`src/rtl/hazard_stall_ctrl.sv`:
```
// Pipeline hazard controller for the 5-stage MIPS core: load-use stalls,
// taken-branch flushes and mult/div busy tracking, plus a saturating stall counter.
module hazard_stall_ctrl #(
  parameter int unsigned MD_CYCLES = 8,
  parameter int unsigned CNT_W     = 5,
  parameter int unsigned PERF_W    = 16
) (
  input  logic              clk,
  input  logic              r,
  input  logic [4:0]        id_rs,
  input  logic [4:0]        id_rt,
  input  logic              id_uses_rs,
  input  logic              id_uses_rt,
  input  logic              id_md_start,
  input  logic              id_md_use,
  input  logic              ex_memread,
  input  logic [4:0]        ex_rt,
  input  logic              ex_br_taken,
  output logic              pc_we,
  output logic              ifid_we,
  output logic              ifid_flush,
  output logic              idex_bubble,
  output logic              md_busy,
  output logic              md_done,
  output logic [PERF_W-1:0] stall_count
);

  typedef enum logic {
    IDLE = 1'b0,
    BUSY = 1'b1
  } state_t;

  localparam logic [CNT_W-1:0] MD_LOAD = CNT_W'(MD_CYCLES - 1);

  state_t             r_state;
  state_t             w_state_nxt;
  logic [CNT_W-1:0]   r_cnt;
  logic [CNT_W-1:0]   w_cnt_nxt;
  logic [PERF_W-1:0]  r_stall_count;

  logic w_load_use;
  logic w_md_hazard;
  logic w_stall;
  logic w_issue;
  logic w_busy;

  always_comb begin
    w_busy      = (r_state == BUSY);
    w_load_use  = ex_memread && (ex_rt != 5'd0) &&
                  ((id_uses_rs && (id_rs == ex_rt)) ||
                   (id_uses_rt && (id_rt == ex_rt)));
    w_md_hazard = w_busy && (id_md_start || id_md_use);
    // A taken branch squashes the stalled instruction, so it never stalls.
    w_stall     = (w_load_use || w_md_hazard) && !ex_br_taken;
    w_issue     = id_md_start && !w_stall && !ex_br_taken;
  end

  always_comb begin
    pc_we       = !w_stall;
    ifid_we     = !w_stall;
    ifid_flush  = ex_br_taken;
    idex_bubble = w_stall || ex_br_taken;
    md_busy     = w_busy;
    md_done     = w_busy && (r_cnt == '0);
    stall_count = r_stall_count;
  end

  always_comb begin
    w_state_nxt = r_state;
    w_cnt_nxt   = r_cnt;
    case (r_state)
      IDLE: begin
        if (w_issue) begin
          w_state_nxt = BUSY;
          w_cnt_nxt   = MD_LOAD;
        end
      end
      BUSY: begin
        // An issued operation always runs to completion, even across a flush.
        if (r_cnt == '0) begin
          w_state_nxt = IDLE;
        end else begin
          w_cnt_nxt = r_cnt - 1'b1;
        end
      end
      default: begin
        w_state_nxt = IDLE;
        w_cnt_nxt   = '0;
      end
    endcase
  end

  always_ff @(posedge clk) begin
    if (r) begin
      r_state       <= IDLE;
      r_cnt         <= '0;
      r_stall_count <= '0;
    end else begin
      r_state <= w_state_nxt;
      r_cnt   <= w_cnt_nxt;
      if (w_stall && (r_stall_count != '1)) begin
        r_stall_count <= r_stall_count + 1'b1;
      end
    end
  end

endmodule

```
`config.mk`:
```
export PLATFORM = sky130hd
export DESIGN_NAME = hazard_stall_ctrl
export DESIGN_NICKNAME = d
export VERILOG_FILES = /design/src/rtl/hazard_stall_ctrl.sv
export SDC_FILE = /design/constraint.sdc
export NUM_CORES = 1
export LEC_CHECK = 0
export ABC_AREA = 1
export BUFFER_PORTS_ARGS = -buffer_cell sky130_fd_sc_hd__buf_2
export CAP_MARGIN = 20
export CORE_MARGIN = 5
export CORE_UTILIZATION = 47
export DETAILED_ROUTE_END_ITERATION = 8
export GPL_ROUTABILITY_DRIVEN = 0
export PLACE_DENSITY = 0.76
export SYNTH_ARGS = -nofsm -noshare
export SYNTH_HDL_FRONTEND = slang
export SYNTH_SLANG_ARGS = --single-unit
```
`constraint.sdc`:
```
create_clock -name clk -period 1.32 [get_ports clk]
set_input_delay 0.066 -clock clk [delete_from_list [all_inputs] [get_ports clk]]
set_output_delay 0.066 -clock clk [all_outputs]
set_load 0.02 [all_outputs]
```
==> flow_summary.json <==
{
  "fin_skew_ps": 5.70,
  "finalSetupViolations": 17,
  "critPathArrivalTime_ps": 1680,
  "fin_cells": 365,
  "port-buffer-count": 44,
  "io-pin-count": 45,
  "routed_via_density": 5.15,
  "critPathLaunchType": "flop",
  "rsz0062_at_grt": "yes",
  "clock-sinks": 22,
  "ys_seq_elements": 22,
  "grt-ovfl-total": 0,
  "grt_pass1_wl_um": 7400,
  "crit_fanout": 9,
  "cp_data_required_time_ps": 1580,
  "area_growth_pct": 52.5,
  "r2r_slack_ps": -100,
  "grt_pass1_vias": 1659,
  "max-cap-violations": 0,
  "multi_input_area_mm2": 0.00117,
  "die_y_um": 67.9,
  "synth.net_count": 267,
  "crit_chain": "inv_1 > nor3_4 > nand4_4 > nand3_4 > nand2_1 > a21oi_2",
  "clk_pin_slew_worst_paths_ps": 140,
  "cts.path.max_buffers": 2,
  "maxSlewViolCount": 0,
  "fillers": 250,
  "seqCellArea_um2": 467,
  "fmax_mhz": 705,
  "ys_seq_area_share_pct": 27.9,
  "syn_area_per_cell_um2": 6.54,
  "hp-class": "in2reg",
  "synthCells": 241,
  "timing.final.ws_setup_ps": -97.9,
  "coreArea_mm2": 0.00328,
  "antenna_found_initial": 0,
  "totalWireLength_um": 4820,
  "p_per_area_mw_per_mm2": 678,
  "final.period_utilization_pct": 107,
  "wl_per_cell_um": 13.2,
  "holdWs_ps": 62.0,
  "max_slew_margin_pct": 73.2,
  "tns_ps": -1180,
  "cts_tree": "yes",
  "diodes": 0,
  "yosys_warnings": 0,
  "status": "finished, violations left",
  "grt_max_degree": 18,
  "clkLatencyLatePin_ps": 320,
  "die_area_mm2": 0.00461,
  "violations": "setup timing",
  "slowest_stage": "dfxtp_2",
  "htree_levels": 1,
  "p_leak_nw": 1.16,
  "start_util_pct": 48.0,
  "ant_nets": 0,
  "dpl.cell_count": 354,
  "design_power_total_mw": 1.63,
  "drt_iter0_drc": 150,
  "drive_above_1_share_pct": 49.2,
  "detailed_place_hpwl_um": 3250,
  "syn_area_mm2": 0.00158,
  "path_class": "reg2reg",
  "cpPeakStageDelay_ps": 390,
  "via_count": 1880,
  "grt_use_total_pct": 20.8,
  "root_buffer": "clkbuf_4",
  "die_width_um": 67.9,
  "finalHoldViolCount": 0,
  "cts_buffers": 3,
  "fin_nets": 346,
  "worst_slew_pin_slew_ps": 401,
  "fin_crit_ps": 1420,
  "synth_cell_types": 28,
  "first_pass_iters": 5,
  "cp-end-kind": "flop",
  "row_count": 21,
  "drc": 0,
  "ir_drop_mv": 0.691
}
## final timing paths
kind                                from  cells past startpoint                           to
max          stall_count[8]$_SDFFE_PP0P_                      6  stall_count[6]$_SDFFE_PP0P_
min                                    r                      2  stall_count[1]$_SDFFE_PP0P_
max reg2reg  stall_count[8]$_SDFFE_PP0P_                      6  stall_count[6]$_SDFFE_PP0P_
min reg2reg  stall_count[9]$_SDFFE_PP0P_                      2  stall_count[9]$_SDFFE_PP0P_
## layer usage
metal / track usage (%) / part of all wire (%)
met1: 28.0 / 43
met2: 34.5 / 48
met3: 2.63 / 6.9
met4: 6.70 / 2.1
met5: 0 / 0
## power by group
group	switching [mW]	internal [mW]
sequential	0.0155	0.681
clock	0.227	0.307
combinational	0.229	0.170
## area by class of cell
cell class,instances,area share [%]
timing repair buffer,81,22.0
multi-input combinational,177,48.6
clock inverter,1,1.25
tap,46,2.39
inverter,35,5.46
sequential,22,19.4
clock buffer,3,0.937
## repair_timing
| action | in CTS | in global routing |
|---|---|---|
| resized for setup | 20 | 40 |
| cloned | 0 | 1 |
| setup buffers | 6 | 1 |
| pin swaps | 10 | 16 |
| endpoints found under the hold margin | 0 | 0 |
| setup endpoints to repair | 19 | 24 |
| hold buffers | 0 | 0 |
## worst max-delay path, delay by kind of cell, from the launching register on
| kind | cells | cell delay, ps |
|---|---|---|
| compound gates | 1 | 130 |
| buf+inv | 1 | 100 |
| flops | 1 | 390 |
| simple gates | 4 | 740 |
## cell usage after synthesis, drive strengths merged
cell type  number  share of area, %
dfxtp          22                28
xor2           12               6.7
a21oi          18               5.7
nand4          23                10
ha              3               2.4
nand3b          1              0.48
o21ai           3              0.95
buf             7               3.0
nand2          64                16
clkbuf          1              0.24
or2             2              0.79
nor2           18               4.9
inv            35               8.3
xnor2           2               1.1
nor3            7               3.3
nand3          23               8.1
## sequential cells by signal, indices dropped and copies added (netlist names)
name         flops
r_cnt            5
md_busy          1
stall_count     16
## per-stage QoR
step           setup slack (ps)  instance area (um^2)  utilization [%]
2_1_floorplan             -70.5                  1620                -
6_report                  -97.9                  2400             73.2
3_5_place_dp              -51.9                  2080             63.2
3_3_place_gp              -42.7                  2080             63.2
4_1_cts                   -36.3                  2240             68.2
5_1_grt                    -168                  2400             73.2
## logic make-up after synthesis
kind of cell    share of synthesized area [%]
compound gates                           6.67
xor+xnor                                 7.78
fa+ha+maj                                2.38
buf+inv                                  11.6
flops                                    27.9
simple gates                             43.7
## layout by cell type, fill, tap and decap left out, types with 2 or more instances in the layout
cell	n
a21oi_1	11
a21oi_2	7
buf_2	41
buf_4	34
buf_6	6
clkbuf_4	3
dfxtp_1	7
dfxtp_2	12
dfxtp_4	3
ha_4	2
inv_1	25
inv_2	10
nand2_1	55
nand2_2	6
nand2_4	3
nand3_1	13
nand3_2	8
nand3_4	3
nand4_1	22
nor2_1	12
nor2_2	4
nor2_4	2
nor3_2	4
nor3_4	3
o21ai_0	2
xnor2_1	2
xor2_1	12
No activity file was read; power rests on OpenSTA's default activity.
